[src/rtl/rs_gf_mult_pkg.sv]
// Shared GF(2^m) constants and the xtime helper for the RS arithmetic blocks.
package rs_gf_mult_pkg;

  // Default symbol width; widths up to MaxWidth are supported by gf_xtime.
  localparam int unsigned GfWidthDefault = 4;
  localparam int unsigned MaxWidth       = 16;

  // Field polynomials without the implicit x^m term.
  localparam logic [3:0] Gf16Poly     = 4'b0011;  // x^4 + x + 1
  localparam logic [7:0] Gf256Poly1D  = 8'h1D;    // x^8 + x^4 + x^3 + x^2 + 1
  localparam logic [7:0] Gf256Poly1B  = 8'h1B;    // x^8 + x^4 + x^3 + x + 1

  // Multiply v by x modulo x^w + p. Operands live in the low w bits of a 16-bit word,
  // so a single function covers every legal width.
  function automatic logic [MaxWidth-1:0] gf_xtime(input logic [MaxWidth-1:0] v,
                                                   input logic [MaxWidth-1:0] p,
                                                   input int unsigned         w);
    logic [MaxWidth-1:0] mask;
    logic [MaxWidth-1:0] r;
    logic [3:0]          msb_idx;
    // For w == 16 the shift wraps to zero and the subtraction yields all ones.
    mask    = (16'h1 << w) - 16'h1;
    msb_idx = 4'(w - 1);
    r       = {v[MaxWidth-2:0], 1'b0} ^ (v[msb_idx] ? p : '0);
    return r & mask;
  endfunction

endpackage

[src/rtl/rs_gf_mult_if.sv]
// Operand/result bundle for the registered GF(2^m) multiplier.
// All buses are [0:m-1]: index 0 is the x^(m-1) coefficient.
interface rs_gf_mult_if #(
  parameter int unsigned m = 4
) ();

  logic         en;
  logic [0:m-1] a;
  logic [0:m-1] b;
  logic [0:m-1] p;
  logic [0:m-1] y;
  logic         vld;

  // Master supplies operands and the field polynomial; slave returns the product.
  modport master (
    output en,
    output a,
    output b,
    output p,
    input  y,
    input  vld
  );

  modport slave (
    input  en,
    input  a,
    input  b,
    input  p,
    output y,
    output vld
  );

endinterface

[src/rtl/rs_gf_mult_comb.sv]
// Combinational GF(2^m) multiplier: Horner evaluation over b, MSB first,
// one xtime-and-add stage per multiplier bit.
module rs_gf_mult_comb
  import rs_gf_mult_pkg::*;
#(
  parameter int unsigned m = GfWidthDefault
) (
  input  logic [0:m-1] a_i,
  input  logic [0:m-1] b_i,
  input  logic [0:m-1] p_i,
  output logic [0:m-1] y_o
);

  logic [m-1:0] a_val;
  logic [m-1:0] p_val;

  // Re-express the [0:m-1] buses as plain numeric vectors; value order is unchanged.
  assign a_val = a_i;
  assign p_val = p_i;

  for (genvar i = 0; i < m; i++) begin : g_stage
    logic [m-1:0] acc_in;
    logic [m-1:0] acc_out;

    if (i == 0) begin : g_first
      assign acc_in = '0;
    end else begin : g_next
      assign acc_in = g_stage[i-1].acc_out;
    end

    // acc = xtime(acc) ^ (b_i ? a : 0); b_i[0] is the x^(m-1) coefficient, consumed first.
    assign acc_out = m'(gf_xtime(16'(acc_in), 16'(p_val), m)) ^ (b_i[i] ? a_val : '0);
  end

  assign y_o = g_stage[m-1].acc_out;

endmodule

[src/rtl/rs_gf_mult.sv]
// Registered GF(2^m) multiplier: y <= a * b mod (x^m + p) on each enabled clock.
// The field polynomial is a run-time input so one netlist serves any field of width m.
module rs_gf_mult
  import rs_gf_mult_pkg::*;
#(
  parameter int unsigned m = GfWidthDefault
) (
  input  logic          clk,
  input  logic          syn_rst_n,
  rs_gf_mult_if.slave   bus
);

  logic [0:m-1] prod;
  logic [0:m-1] y_d, y_q;
  logic         vld_d, vld_q;

  rs_gf_mult_comb #(
    .m (m)
  ) u_comb (
    .a_i (bus.a),
    .b_i (bus.b),
    .p_i (bus.p),
    .y_o (prod)
  );

  // Capture the product when enabled; otherwise hold y and drop vld.
  always_comb begin
    y_d   = y_q;
    vld_d = 1'b0;
    if (bus.en) begin
      y_d   = prod;
      vld_d = 1'b1;
    end
  end

  // Result registers; synchronous reset wins over en.
  always_ff @(posedge clk) begin
    if (!syn_rst_n) begin
      y_q   <= '0;
      vld_q <= 1'b0;
    end else begin
      y_q   <= y_d;
      vld_q <= vld_d;
    end
  end

  assign bus.y   = y_q;
  assign bus.vld = vld_q;

endmodule

[src/flat_wrapper.sv]
// flat-port wrapper written by rule: the top's interface ports become plain ports
module rs_gf_mult_flat import rs_gf_mult_pkg::*;
#(
  parameter int unsigned m = GfWidthDefault
)
  (clk, syn_rst_n, bus_en, bus_a, bus_b, bus_p, bus_y, bus_vld);
  rs_gf_mult_if #(.m(m)) bus_i ();
  input  logic clk;
  input  logic syn_rst_n;
  input wire logic [$bits(bus_i.en)-1:0] bus_en;
  input wire logic [$bits(bus_i.a)-1:0] bus_a;
  input wire logic [$bits(bus_i.b)-1:0] bus_b;
  input wire logic [$bits(bus_i.p)-1:0] bus_p;
  output wire logic [$bits(bus_i.y)-1:0] bus_y;
  output wire logic [$bits(bus_i.vld)-1:0] bus_vld;
  assign bus_i.en = bus_en;
  assign bus_i.a = bus_a;
  assign bus_i.b = bus_b;
  assign bus_i.p = bus_p;
  assign bus_y = bus_i.y;
  assign bus_vld = bus_i.vld;
  rs_gf_mult #(.m(m)) u_core (.clk(clk), .syn_rst_n(syn_rst_n), .bus(bus_i));
endmodule
[config.mk]
export PLATFORM = sky130hd
export DESIGN_NAME = rs_gf_mult_flat
export DESIGN_NICKNAME = d
export VERILOG_FILES = /design/src/rtl/rs_gf_mult_pkg.sv /design/src/rtl/rs_gf_mult_if.sv /design/src/rtl/rs_gf_mult_comb.sv /design/src/rtl/rs_gf_mult.sv /design/src/flat_wrapper.sv
export SDC_FILE = /design/constraint.sdc
export NUM_CORES = 1
export LEC_CHECK = 0
export BUFFER_PORTS_ARGS = -buffer_cell sky130_fd_sc_hd__buf_2
export CAP_MARGIN = 25
export CORE_AREA = 2 2 39 41
export CTS_BUF_LIST = sky130_fd_sc_hd__clkbuf_8
export DETAILED_ROUTE_END_ITERATION = 16
export DIE_AREA = 0 0 41 43
export HOLD_SLACK_MARGIN = 0.06
export PLACE_DENSITY = 0.8
export SYNTH_ARGS = -nofsm -noshare
export SYNTH_HDL_FRONTEND = slang
export SYNTH_SLANG_ARGS = --single-unit
[constraint.sdc]
create_clock -name clk -period 4.4 [get_ports clk]
set_clock_uncertainty 0.15 [all_clocks]
set_input_delay 0.22 -clock clk [delete_from_list [all_inputs] [get_ports clk]]
set_output_delay 0.22 -clock clk [all_outputs]
set_load 0.01 [all_outputs]
==> impl_results.rst, run 1 <==
.. list-table::
   :header-rows: 1

   * - Metric
     - Value
   * - Result of the run
     - complete, no violations
   * - Share of the clock period used by the worst path after layout
     - 34.3%
   * - Number of buffers created by CTS
     - 3
   * - Cts-stage hold buffer count
     - 0
   * - Num Clock Sinks
     - 5
   * - Synth Area in Compound Gates
     - 21.5%
   * - Type of the most critical hold path
     - primary input to register
   * - Average cell area after synthesis
     - 7.30 sq um
   * - Final max-slew violation count
     - 0
   * - Dominant cell type by area after synthesis
     - xnor2_1
   * - Standard-cell row count
     - 14
   * - Data arrival, critical path
     - 1.46 ns
   * - Total of max-cap violations
     - 0
   * - Element type at the critical path start
     - primary input
   * - Register-to-Register Setup Slack
     - 3.62 ns
   * - Overall track demand over capacity in global routing
     - 16.1%
   * - Die extent in x
     - 41 microns
   * - Routed wire length per instance
     - 10.4 microns
   * - Post-Synth Simple-Gate Area
     - 22.1%
   * - Gate count of the mapped netlist
     - 79
   * - Post-route DRC violation count
     - 0
   * - Pwr Total
     - 0.214 mW
   * - Count of buffers from port buffering
     - 19
   * - Fraction of the core area covered by cells at the end of the flow
     - 50.9%
   * - Highest attainable clock frequency
     - 0.663 GHz
   * - Comb power frac
     - 37.4%
   * - Proportion of power drawn by the clock network
     - 38.2%
   * - Worst R2R End
     - u_core.bus.y[3]
   * - Share of post-route cells with drive strength above 1
     - 26.8%
   * - Area Overhead vs Synth
     - 22.1%
   * - Final Instance Area
     - 704 sq um
   * - Vias in the first global route
     - 502
   * - Count of inserted antenna diode cells
     - 0
   * - Routed WL
     - 1170 microns
   * - H-tree level count
     - 1
   * - Post-synthesis share of cell area spent on xor and xnor gates
     - 33.4%
   * - Slew of the pin with the lowest slew margin
     - 0.232 ns
   * - Share of the synthesized area in the top cell type
     - 31.9%
   * - Hold violation total from the final report
     - 0
   * - Post-Synthesis Net Count
     - 94
   * - Wire length of the first global-routing pass
     - 1950 microns
   * - Destination of the worst hold path
     - u_core.bus.vld
   * - Buffer cell driving the clock tree root
     - clkbuf_8
   * - Pin count of the biggest net entering global routing
     - 13
   * - Combinational family with the most area after synthesis
     - XOR/XNOR gates
   * - Final weighted congestion in routability-driven placement
     - 0.833
   * - Main flop type after synthesis
     - dfxtp_1
   * - Worst max-slew margin expressed relative to the limit
     - 84.4%
   * - CTS tree
     - yes
   * - Clock insertion delay at the later pin of the skew report
     - 0.22 ns
   * - Dpl cell area
     - 659 sq um
   * - Overall die height
     - 43 microns
   * - Hold Path Cell Cnt
     - 2
   * - Mean number of vias per cell
     - 5.12
   * - Count of flip-flops with a built-in enable after synthesis
     - 0
   * - Most common library cells after synthesis
     - xnor2_1, nand2_1, o21ai_0
   * - Sw frac
     - 29.7%
   * - Start-to-end type of the worst setup path
     - primary input to register
   * - Number of nets still failing antenna checks after routing
     - 0
   * - Cell Area, Synth
     - 577 sq um
   * - Number of distinct standard cells referenced by the synthesized netlist
     - 23
   * - Required arrival time at the worst endpoint
     - 4.35 ns
   * - Final global-route overflow total
     - 0
   * - Most instantiated library cell after synthesis
     - xnor2_1
   * - Synthesized-area fraction occupied by adder cells
     - 0%
   * - Critical path fanouts, max
     - 9
   * - Portion of netlist area occupied by mux cells
     - 0%
   * - First DRT Iteration DRCs
     - 10
   * - Switching Power
     - 0.0634 mW
   * - Int Pwr
     - 0.150 mW
   * - Floorplan Core Area
     - 0.00138 sq mm
   * - Proportion of synthesized chip area in sequential cells
     - 17.4%
   * - Number of antenna violations at the first check in global routing
     - 0
   * - Top Ports
     - 20
   * - Leading cell types by total area after synthesis
     - xnor2_1, dfxtp_1, nand2_1
   * - Sequential cell fraction of total power
     - 24.4%
   * - Clock transition time at the flip-flop clock pins of the worst setup and hold paths
     - 0.04 ns
   * - Postcts setup bufs
     - 0
   * - Yosys warning total
     - 0
   * - Aggregate negative setup slack
     - 0 ns
   * - Number of nets at the end of the flow
     - 113
   * - First-pass detailed-route iteration total
     - 4
   * - #FFs+latches synth
     - 5
   * - Initial core utilization
     - 41.7%
   * - Via total after detailed routing
     - 579
   * - Count of cells along the worst register-to-register path
     - 2
   * - Setup violations, final
     - 0
   * - Leakage
     - 0.299 nW
   * - Largest vdd supply drop
     - 0.135 mV
   * - Power per standard cell area
     - 303 mW/mm^2
   * - Final worst path period need
     - 1.51 ns
   * - Total die area
     - 0.00176 sq mm
   * - Beginning of the worst register-to-register path
     - u_core.bus.y[3]
   * - Setup repair after global routing missed its margin
     - no
   * - Startpoint of the worst hold path
     - syn_rst_n
   * - Endpoint type of the worst setup path
     - register
   * - Max clock buf depth
     - 2
   * - Fraction of registers with async set/reset
     - 0%
   * - Total of cells resized after clock tree synthesis
     - 0
metrics by stage:
step,std cells,hold slack [ns],setup WS [ns]
5_1_grt,113,0.110,2.73
6_report,113,0.102,2.89
3_3_place_gp,109,0.323,2.68
2_1_floorplan,79,0.197,2.77
3_5_place_dp,109,0.329,2.66
4_1_cts,113,0.104,2.89
per-layer routing:
layer / GRT usage, % / wire, microns / vias up
met5: 0 / 0 / -
met4: 10.7 / 11 / 0
met2: 26.3 / 596 / 23
li1: - / - / 298
met3: 3.66 / 85 / 2
met1: 17.3 / 479 / 256
layout make-up:
cell class / count / area (sq um)
tap: 16 / 20.0
sequential: 5 / 100
clock inverter: 1 / 3.75
timing repair buffer: 19 / 95.1
fill: 131 / 679
multi-input combinational: 69 / 444
clock buffer: 3 / 41.3
power by group through the flow:
stage | registers, mW | clock network (mW) | logic (mW)
floorplan | 0.0554 | 0 | 0.0592
global route | 0.0528 | 0.0870 | 0.0900
finish | 0.0522 | 0.0817 | 0.0798
global placement | 0.0526 | 0 | 0.0784
CTS | 0.0523 | 0.0833 | 0.0808
detailed placement | 0.0530 | 0 | 0.0805
cell families (layout without fill, tap and decap cells):
| family | after synthesis | after routing |
|---|---|---|
| compound gates | 22 | 22 |
| xor+xnor | 22 | 22 |
| buf+inv | 5 | 23 |
| flops | 5 | 5 |
| simple gates | 25 | 25 |
placed cells by master, fill, tap and decap left out, types with 2 or more instances in the layout:
cell      synthesis  layout
a21oi_1           7       7
o21ai_1           3       3
buf_2             2      19
nand3_1           2       2
nand2b_1          2       2
xnor2_1          21      21
o21ai_0           8       8
clkbuf_8          0       3
nand2_1          15      15
dfxtp_1           5       5
flip-flops by register name, summed over array words and instances, names as in the netlist:
signal and cells:
u_core.bus.y 4, u_core.bus.vld 1
critical path, stage by stage:
cell,delay (ns)
buf_2,0.15
nand2b_1,0.16
xnor2_1,0.12
a22o_2,0.22
a21oi_1,0.22
o21ai_1,0.12
xnor2_1,0.16
a21oi_1,0.08
worst max-delay path by stage:
| stage | slack (ns) | start | cells past startpoint | to |
|---|---|---|---|---|
| after floorplan | 2.77 | bus_b[2] | 8 | u_core.bus.y[1] |
| after global placement | 2.68 | bus_b[2] | 8 | u_core.bus.y[2] |
| after detailed placement | 2.66 | bus_b[2] | 8 | u_core.bus.y[1] |
| after CTS | 2.89 | bus_b[2] | 8 | u_core.bus.y[1] |
| after global routing | 2.73 | bus_b[2] | 8 | u_core.bus.y[2] |
| final | 2.89 | bus_b[2] | 8 | u_core.bus.y[3] |
Power figures use the tool's default switching activity.
==> inputs of run 2 (changes only) <==
- clock period: 4.4 -> 1.45 ns (I/O delays scaled with it)
==> run 2 against run 1 <==
  * Critical path depth stayed put
  * Setup slack worse by 2.8 ns
  * Critical endpoint is now u_core.bus.y[1]
  * Wire length is 4.4% higher
  * Die area stayed put
  * Sequential share of layout area is 2.0 points lower
  * Final cell count is 12% higher
  * Sequential cell count stayed put
  * Register-to-register slack worse by 3.0 ns
  * Utilization is 8.2 points higher
==> impl_results.rst, run 2 (same netlist as run 1, synthesis figures left out) <==
.. list-table::
   :header-rows: 1

   * - Metric
     - Value
   * - Setup violations, final
     - 0 (unchanged)
   * - Setup repair after global routing missed its margin
     - no
   * - Overall die height
     - 43 microns (unchanged)
   * - Worst max-slew margin expressed relative to the limit
     - 84.3% (about the same)
   * - Aggregate negative setup slack
     - 0 ns (unchanged)
   * - Top Family by Delay on Critical Path
     - simple AND/OR/NAND/NOR gates
   * - Wire length of the first global-routing pass
     - 2010 microns (+3.5%)
   * - Routed wire length per instance
     - 9.71 microns (-6.4%)
   * - Highest attainable clock frequency
     - 0.761 GHz
   * - Critical path fanouts, max
     - 8 (-1)
   * - Element type at the critical path start
     - primary input
   * - Final global-route overflow total
     - 0 (unchanged)
   * - Overall track demand over capacity in global routing
     - 16.3% (+0.18 points)
   * - H-tree level count
     - 1 (unchanged)
   * - Pwr Total
     - 0.681 mW (+220%)
   * - Buffering stage count on the worst path with inverters included
     - 1 (unchanged)
   * - Cell with the biggest individual delay on the critical path
     - and3_4
   * - Count of buffers from port buffering
     - 19 (unchanged)
   * - Vias in the first global route
     - 559 (+11%)
   * - Num Clock Sinks
     - 5 (unchanged)
   * - Required arrival time at the worst endpoint
     - 1.40 ns (-2.95 ns)
   * - Number of flip-flops in the largest register
     - 4 (unchanged)
   * - Leakage
     - 0.365 nW (+22%)
   * - Via total after detailed routing
     - 614 (+6.0%)
   * - Number of nets at the end of the flow
     - 126 (+12%)
   * - Post-route DRC violation count
     - 0 (unchanged)
   * - Number of antenna violations at the first check in global routing
     - 0 (unchanged)
   * - Total die area
     - 0.00176 sq mm (unchanged)
   * - Start-to-end type of the worst setup path
     - primary input to register
   * - Floorplan Core Area
     - 0.00138 sq mm (unchanged)
   * - Result of the run
     - complete, no violations
   * - Post-DP HPWL
     - 1060 microns
   * - Most used cells in the layout excluding fill and tap cells
     - xnor2_1, buf_2, nand2_1
   * - Top reg by flops
     - u_core.bus.y
   * - Endpoint type of the worst setup path
     - register
   * - Slew of the pin with the lowest slew margin
     - 0.233 ns (+0.00131 ns)
   * - Largest vdd supply drop
     - 0.319 mV (+140%)
   * - Commonest non-fill, non-tap cell in the layout
     - xnor2_1
   * - First DRT Iteration DRCs
     - 4 (-6)
   * - Data arrival, critical path
     - 1.27 ns (-0.19 ns)
   * - Share of the clock period used by the worst path after layout
     - 90.6%
   * - Final max-slew violation count
     - 0 (unchanged)
   * - Power per standard cell area
     - 832 mW/mm^2 (+170%)
   * - Share of post-route cells with drive strength above 1
     - 35.5% (+8.7 points)
   * - Final worst path period need
     - 1.31 ns
   * - Final hold slack
     - 0.124 ns (+0.0224 ns)
   * - Largest stage delay on the critical path
     - 0.22 ns (about the same)
   * - Number of buffers created by CTS
     - 3 (unchanged)
   * - Total of max-cap violations
     - 0 (unchanged)
   * - Die extent in x
     - 41 microns (unchanged)
   * - CTS tree
     - yes
   * - Hold violation total from the final report
     - 0 (unchanged)
   * - Buffer cell driving the clock tree root
     - clkbuf_8
   * - Count of inserted antenna diode cells
     - 0 (unchanged)
   * - Initial core utilization
     - 41.7% (unchanged)
   * - Routed WL
     - 1220 microns (+4.4%)
   * - First-pass detailed-route iteration total
     - 4 (unchanged)
   * - Pin count of the biggest net entering global routing
     - 10 (-3)
   * - Area Overhead vs Synth
     - 41.9%
   * - Max clock buf depth
     - 2 (unchanged)
   * - Type of the most critical hold path
     - primary input to register
   * - Clock transition time at the flip-flop clock pins of the worst setup and hold paths
     - 0.03 ns (about the same)
   * - Mean number of vias per cell
     - 4.87 (-4.9%)
   * - Number of nets still failing antenna checks after routing
     - 0 (unchanged)
   * - List of cells traversed by the critical path
     - buf_2 -> and3b_1 -> o21ai_2 -> xnor2_2 -> and3_4 -> o21ai_1 -> xnor2_1 -> a21oi_1
   * - Top Ports
     - 20 (unchanged)
   * - Final weighted congestion in routability-driven placement
     - 0.810 (-2.7%)
   * - Standard-cell row count
     - 14 (unchanged)
   * - Clock insertion delay at the later pin of the skew report
     - 0.22 ns (about the same)
==> run 2: cell count changes in the layout (fill, tap and decap cells not counted) <==
cell / delta
buf_4: +11
dlygate4sd3_1: +2
xnor2_1: -1
a21oi_2: +1
xnor2_2: +1
a21oi_1: -1
==> run 2: routing by layer <==
metal  share of wire, %  track usage (%)  vias to the layer above
met2                 52             27.2                       20
li1                   -                -                      323
met4               0.98             8.67                        0
met1                 42             17.8                      269
met5                  0                0                        -
met3                5.2             3.66                        2
==> run 2: final timing paths <==
kind / startpoint / to / slack [ns] / cells after the start
worst min-delay path: bus_p[1] / u_core.bus.y[2] / 0.12 / 4
worst max register to register: u_core.bus.y[0] / u_core.bus.y[0] / 0.67 / 2
worst max-delay path: bus_a[3] / u_core.bus.y[1] / 0.14 / 8
worst min register to register: u_core.bus.y[2] / u_core.bus.y[2] / 0.37 / 2
==> run 2: layout make-up <==
class	count	area, sq um
well taps	16	20.0
fillers	137	566
multi-input cells	69	455
repair buffers	32	198
clock buffers	3	41.3
flip-flops and latches	5	100
clock inverters	1	3.75
==> run 2: through the flow <==
step	cells	worst slack, ns	area (sq um)	utilization [%]
3_3_place_gp	120	-0.0732	746	53.9
4_1_cts	126	0.104	811	58.6
2_1_floorplan	79	-0.0166	581	-
6_report	126	0.136	818	59.1
5_1_grt	126	0.00689	818	59.1
3_5_place_dp	120	-0.126	746	53.9
==> run 2: timing repair <==
action / 4_1_cts / 5_1_grt
endpoints found under the setup margin: 0 / 3
buffers inserted: 0 / 0
hold buffers: 2 / 0
endpoints found under the hold margin: 5 / 0
gates resized for setup: 0 / 1
==> run 2: worst min-delay path, cell delays in order <==
cell     delay (ns)
buf_2          0.09
o21ai_1        0.07
xnor2_1        0.15
a21oi_1        0.06
==> run 2: power breakdown <==
group	total [mW]	leakage [nW]	internal, mW	switching (mW)
Clock	0.246	0.0269	0.181	0.0653
Sequential	0.158	0.0416	0.153	0.00508
Combinational	0.276	0.297	0.148	0.128
==> inputs of run 3 (changes only) <==
- CELL_PAD_IN_SITES_DETAIL_PLACEMENT: not set -> 0
- CELL_PAD_IN_SITES_GLOBAL_PLACEMENT: not set -> 1
- CORE_AREA: 2 2 39 41 -> not set
- CORE_ASPECT_RATIO: not set -> 1.1
- CORE_UTILIZATION: not set -> 35
- DIE_AREA: 0 0 41 43 -> not set
- PLACE_DENSITY: 0.8 -> 0.89
- SETUP_SLACK_MARGIN: not set -> 0.05
==> run 3 against run 2 <==
  * Design area increased by 5.8%
  * Die area is 2.9% higher
  * Sequential power barely moved
  * Combinational power grew 7.6%
  * Highest routed layer is now met3
==> impl_results.rst, run 3 (same netlist as run 1, synthesis figures left out) <==
.. list-table::
   :header-rows: 1

   * - Metric
     - Value
   * - Result of the run
     - complete, no violations
   * - Destination of the worst hold path
     - u_core.bus.y[3]
   * - Post-placement worst setup slack
     - -0.115 ns (+0.0110 ns)
   * - Num Clock Sinks
     - 5 (unchanged)
   * - Overall die height
     - 44.6 microns (+3.7%)
   * - Hold Path Cell Cnt
     - 4 (unchanged)
   * - Cell count after placement
     - 121 (+0.83%)
   * - Number of flip-flops in the largest register
     - 4 (unchanged)
   * - Most used cells in the layout excluding fill and tap cells
     - xnor2_1, buf_2, nand2_1
   * - Beginning of the worst register-to-register path
     - u_core.bus.y[3]
   * - Share of post-route cells with drive strength above 1
     - 41.8% (+6.4 points)
   * - Mean number of vias per cell
     - 4.81 (-1.3%)
   * - Element type at the critical path start
     - primary input
   * - Final worst path period need
     - 1.30 ns (-0.0127 ns)
   * - Layout Cells excl Fill
     - 127 (+0.79%)
   * - CTS tree
     - yes
   * - Count of buffers from port buffering
     - 19 (unchanged)
   * - Pwr Total
     - 0.701 mW (+3.0%)
   * - Total of max-cap violations
     - 0 (unchanged)
   * - First DRT Iteration DRCs
     - 5 (+1)
   * - Setup repair after global routing missed its margin
     - yes
   * - Start-to-end type of the worst setup path
     - primary input to register
   * - Number of antenna violations at the first check in global routing
     - 0 (unchanged)
   * - Wire length of the first global-routing pass
     - 1910 microns (-5.1%)
   * - Endpoint type of the worst setup path
     - register
   * - Max clock buf depth
     - 2 (unchanged)
   * - Count of inserted antenna diode cells
     - 0 (unchanged)
   * - H-tree level count
     - 1 (unchanged)
   * - Clock insertion delay at the later pin of the skew report
     - 0.22 ns (about the same)
   * - Vias in the first global route
     - 531 (-5.0%)
   * - First-pass detailed-route iteration total
     - 4 (unchanged)
   * - Slew of the pin with the lowest slew margin
     - 0.240 ns (+0.00694 ns)
   * - Area Overhead vs Synth
     - 50.1%
   * - Setup violations, final
     - 0 (unchanged)
   * - Overall track demand over capacity in global routing
     - 15.0% (-1.3 points)
   * - Required arrival time at the worst endpoint
     - 1.40 ns (about the same)
   * - Top Ports
     - 20 (unchanged)
   * - Power per standard cell area
     - 810 mW/mm^2 (-2.6%)
   * - Standard-cell row count
     - 15 (+1)
   * - Routed WL
     - 1210 microns (-1.1%)
   * - Dpl cell area
     - 791 sq um (+6.0%)
   * - Number of buffers created by CTS
     - 3 (unchanged)
   * - Leakage
     - 0.383 nW (+4.9%)
   * - Largest vdd supply drop
     - 0.287 mV (-9.9%)
   * - Buffer cell driving the clock tree root
     - clkbuf_8
   * - Register-to-Register Setup Slack
     - 0.68 ns (about the same)
   * - Post-route DRC violation count
     - 0 (unchanged)
   * - Type of the most critical hold path
     - primary input to register
   * - Startpoint of the worst hold path
     - bus_p[0]
   * - Die extent in x
     - 40.7 microns (-0.72%)
   * - Initial core utilization
     - 37.0% (-4.7 points)
   * - Highest attainable clock frequency
     - 0.768 GHz (+0.98%)
   * - Final Instance Area
     - 866 sq um (+5.8%)
   * - Post-DP HPWL
     - 1040 microns (-1.2%)
   * - Number of nets still failing antenna checks after routing
     - 0 (unchanged)
   * - Number of nets at the end of the flow
     - 126 (unchanged)
   * - Floorplan Core Area
     - 0.00156 sq mm (+13%)
   * - Pin count of the biggest net entering global routing
     - 10 (unchanged)
   * - Total die area
     - 0.00181 sq mm (+2.9%)
   * - Data arrival, critical path
     - 1.25 ns (-0.02 ns)
   * - Setup ws final
     - 0.149 ns (+0.0127 ns)
   * - Final hold slack
     - 0.0797 ns (-0.0445 ns)
   * - Final global-route overflow total
     - 0 (unchanged)
   * - Clock transition time at the flip-flop clock pins of the worst setup and hold paths
     - 0.03 ns (about the same)
   * - Count of cells along the worst register-to-register path
     - 2 (unchanged)
   * - Routed wire length per instance
     - 9.53 microns (-1.8%)
   * - Commonest non-fill, non-tap cell in the layout
     - xnor2_1
   * - Worst max-slew margin expressed relative to the limit
     - 84.0% (-0.35 points)
   * - Share of the clock period used by the worst path after layout
     - 89.8% (-0.88 points)
   * - Top reg by flops
     - u_core.bus.y
   * - Final max-slew violation count
     - 0 (unchanged)
   * - Critical path fanouts, max
     - 3 (-5)
   * - Worst R2R End
     - u_core.bus.y[3]
   * - Hold violation total from the final report
     - 0 (unchanged)
   * - Postcts setup bufs
     - 0 (unchanged)
   * - Final weighted congestion in routability-driven placement
     - 0.777 (-4.1%)
   * - Via total after detailed routing
     - 611 (-0.49%)
-- run 3: cell counts in the layout (fill, tap and decap cells not counted) --
No cell type changed its count.
-- run 3: worst max-delay path by stage --
stage | startpoint | endpoint
after floorplan | bus_b[2] | u_core.bus.y[1]
after global placement | bus_a[3] | u_core.bus.y[3]
after detailed placement | bus_a[3] | u_core.bus.y[2]
after CTS | bus_a[3] | u_core.bus.y[1]
after global routing | bus_b[2] | u_core.bus.y[0]
final | bus_p[2] | u_core.bus.y[1]
-- run 3: layout make-up --
| type | count | area (sq um) |
|---|---|---|
| Timing Repair Buffer | 32 | 204 |
| Clock buffer | 3 | 41.3 |
| Clock inverter | 1 | 3.75 |
| Tap cell | 17 | 21.3 |
| Multi-Input combinational cell | 69 | 495 |
| Sequential cell | 5 | 100 |
| Fill cell | 160 | 692 |
-- run 3: metal layers --
layer	track usage [%]	vias up	share of wire [%]
li1	-	324	-
met1	15.8	268	40
met2	28.3	19	55
met3	0	0	5.4
met4	8.00	0	0
met5	0	-	0
-- run 3: report_power, final --
part	switching, mW	internal (mW)	leakage, nW
registers	0.00505	0.153	0.0416
logic	0.138	0.159	0.315
clock network	0.0649	0.181	0.0269
total	0.208	0.493	0.383
-- run 3: timing repair --
action	CTS	global route
hold endpoints to repair	5	0
setup endpoints to repair	0	4
resized for setup	0	5
hold buffers	2	0
-- run 3: per-stage QoR --
stage          util [%]  setup TNS (ns)
5_1_grt            55.6               0
2_1_floorplan         -               0
3_3_place_gp       50.8          -0.280
3_5_place_dp       50.8          -0.434
4_1_cts            54.9               0
6_report           55.6               0
-- run 3: worst max-delay path, stage by stage --
cell	delay [ns]
buf_2	0.11
and3b_1	0.18
o21ai_2	0.19
xnor2_2	0.17
and3_4	0.25
o21ai_2	0.07
xnor2_1	0.13
a21oi_1	0.08
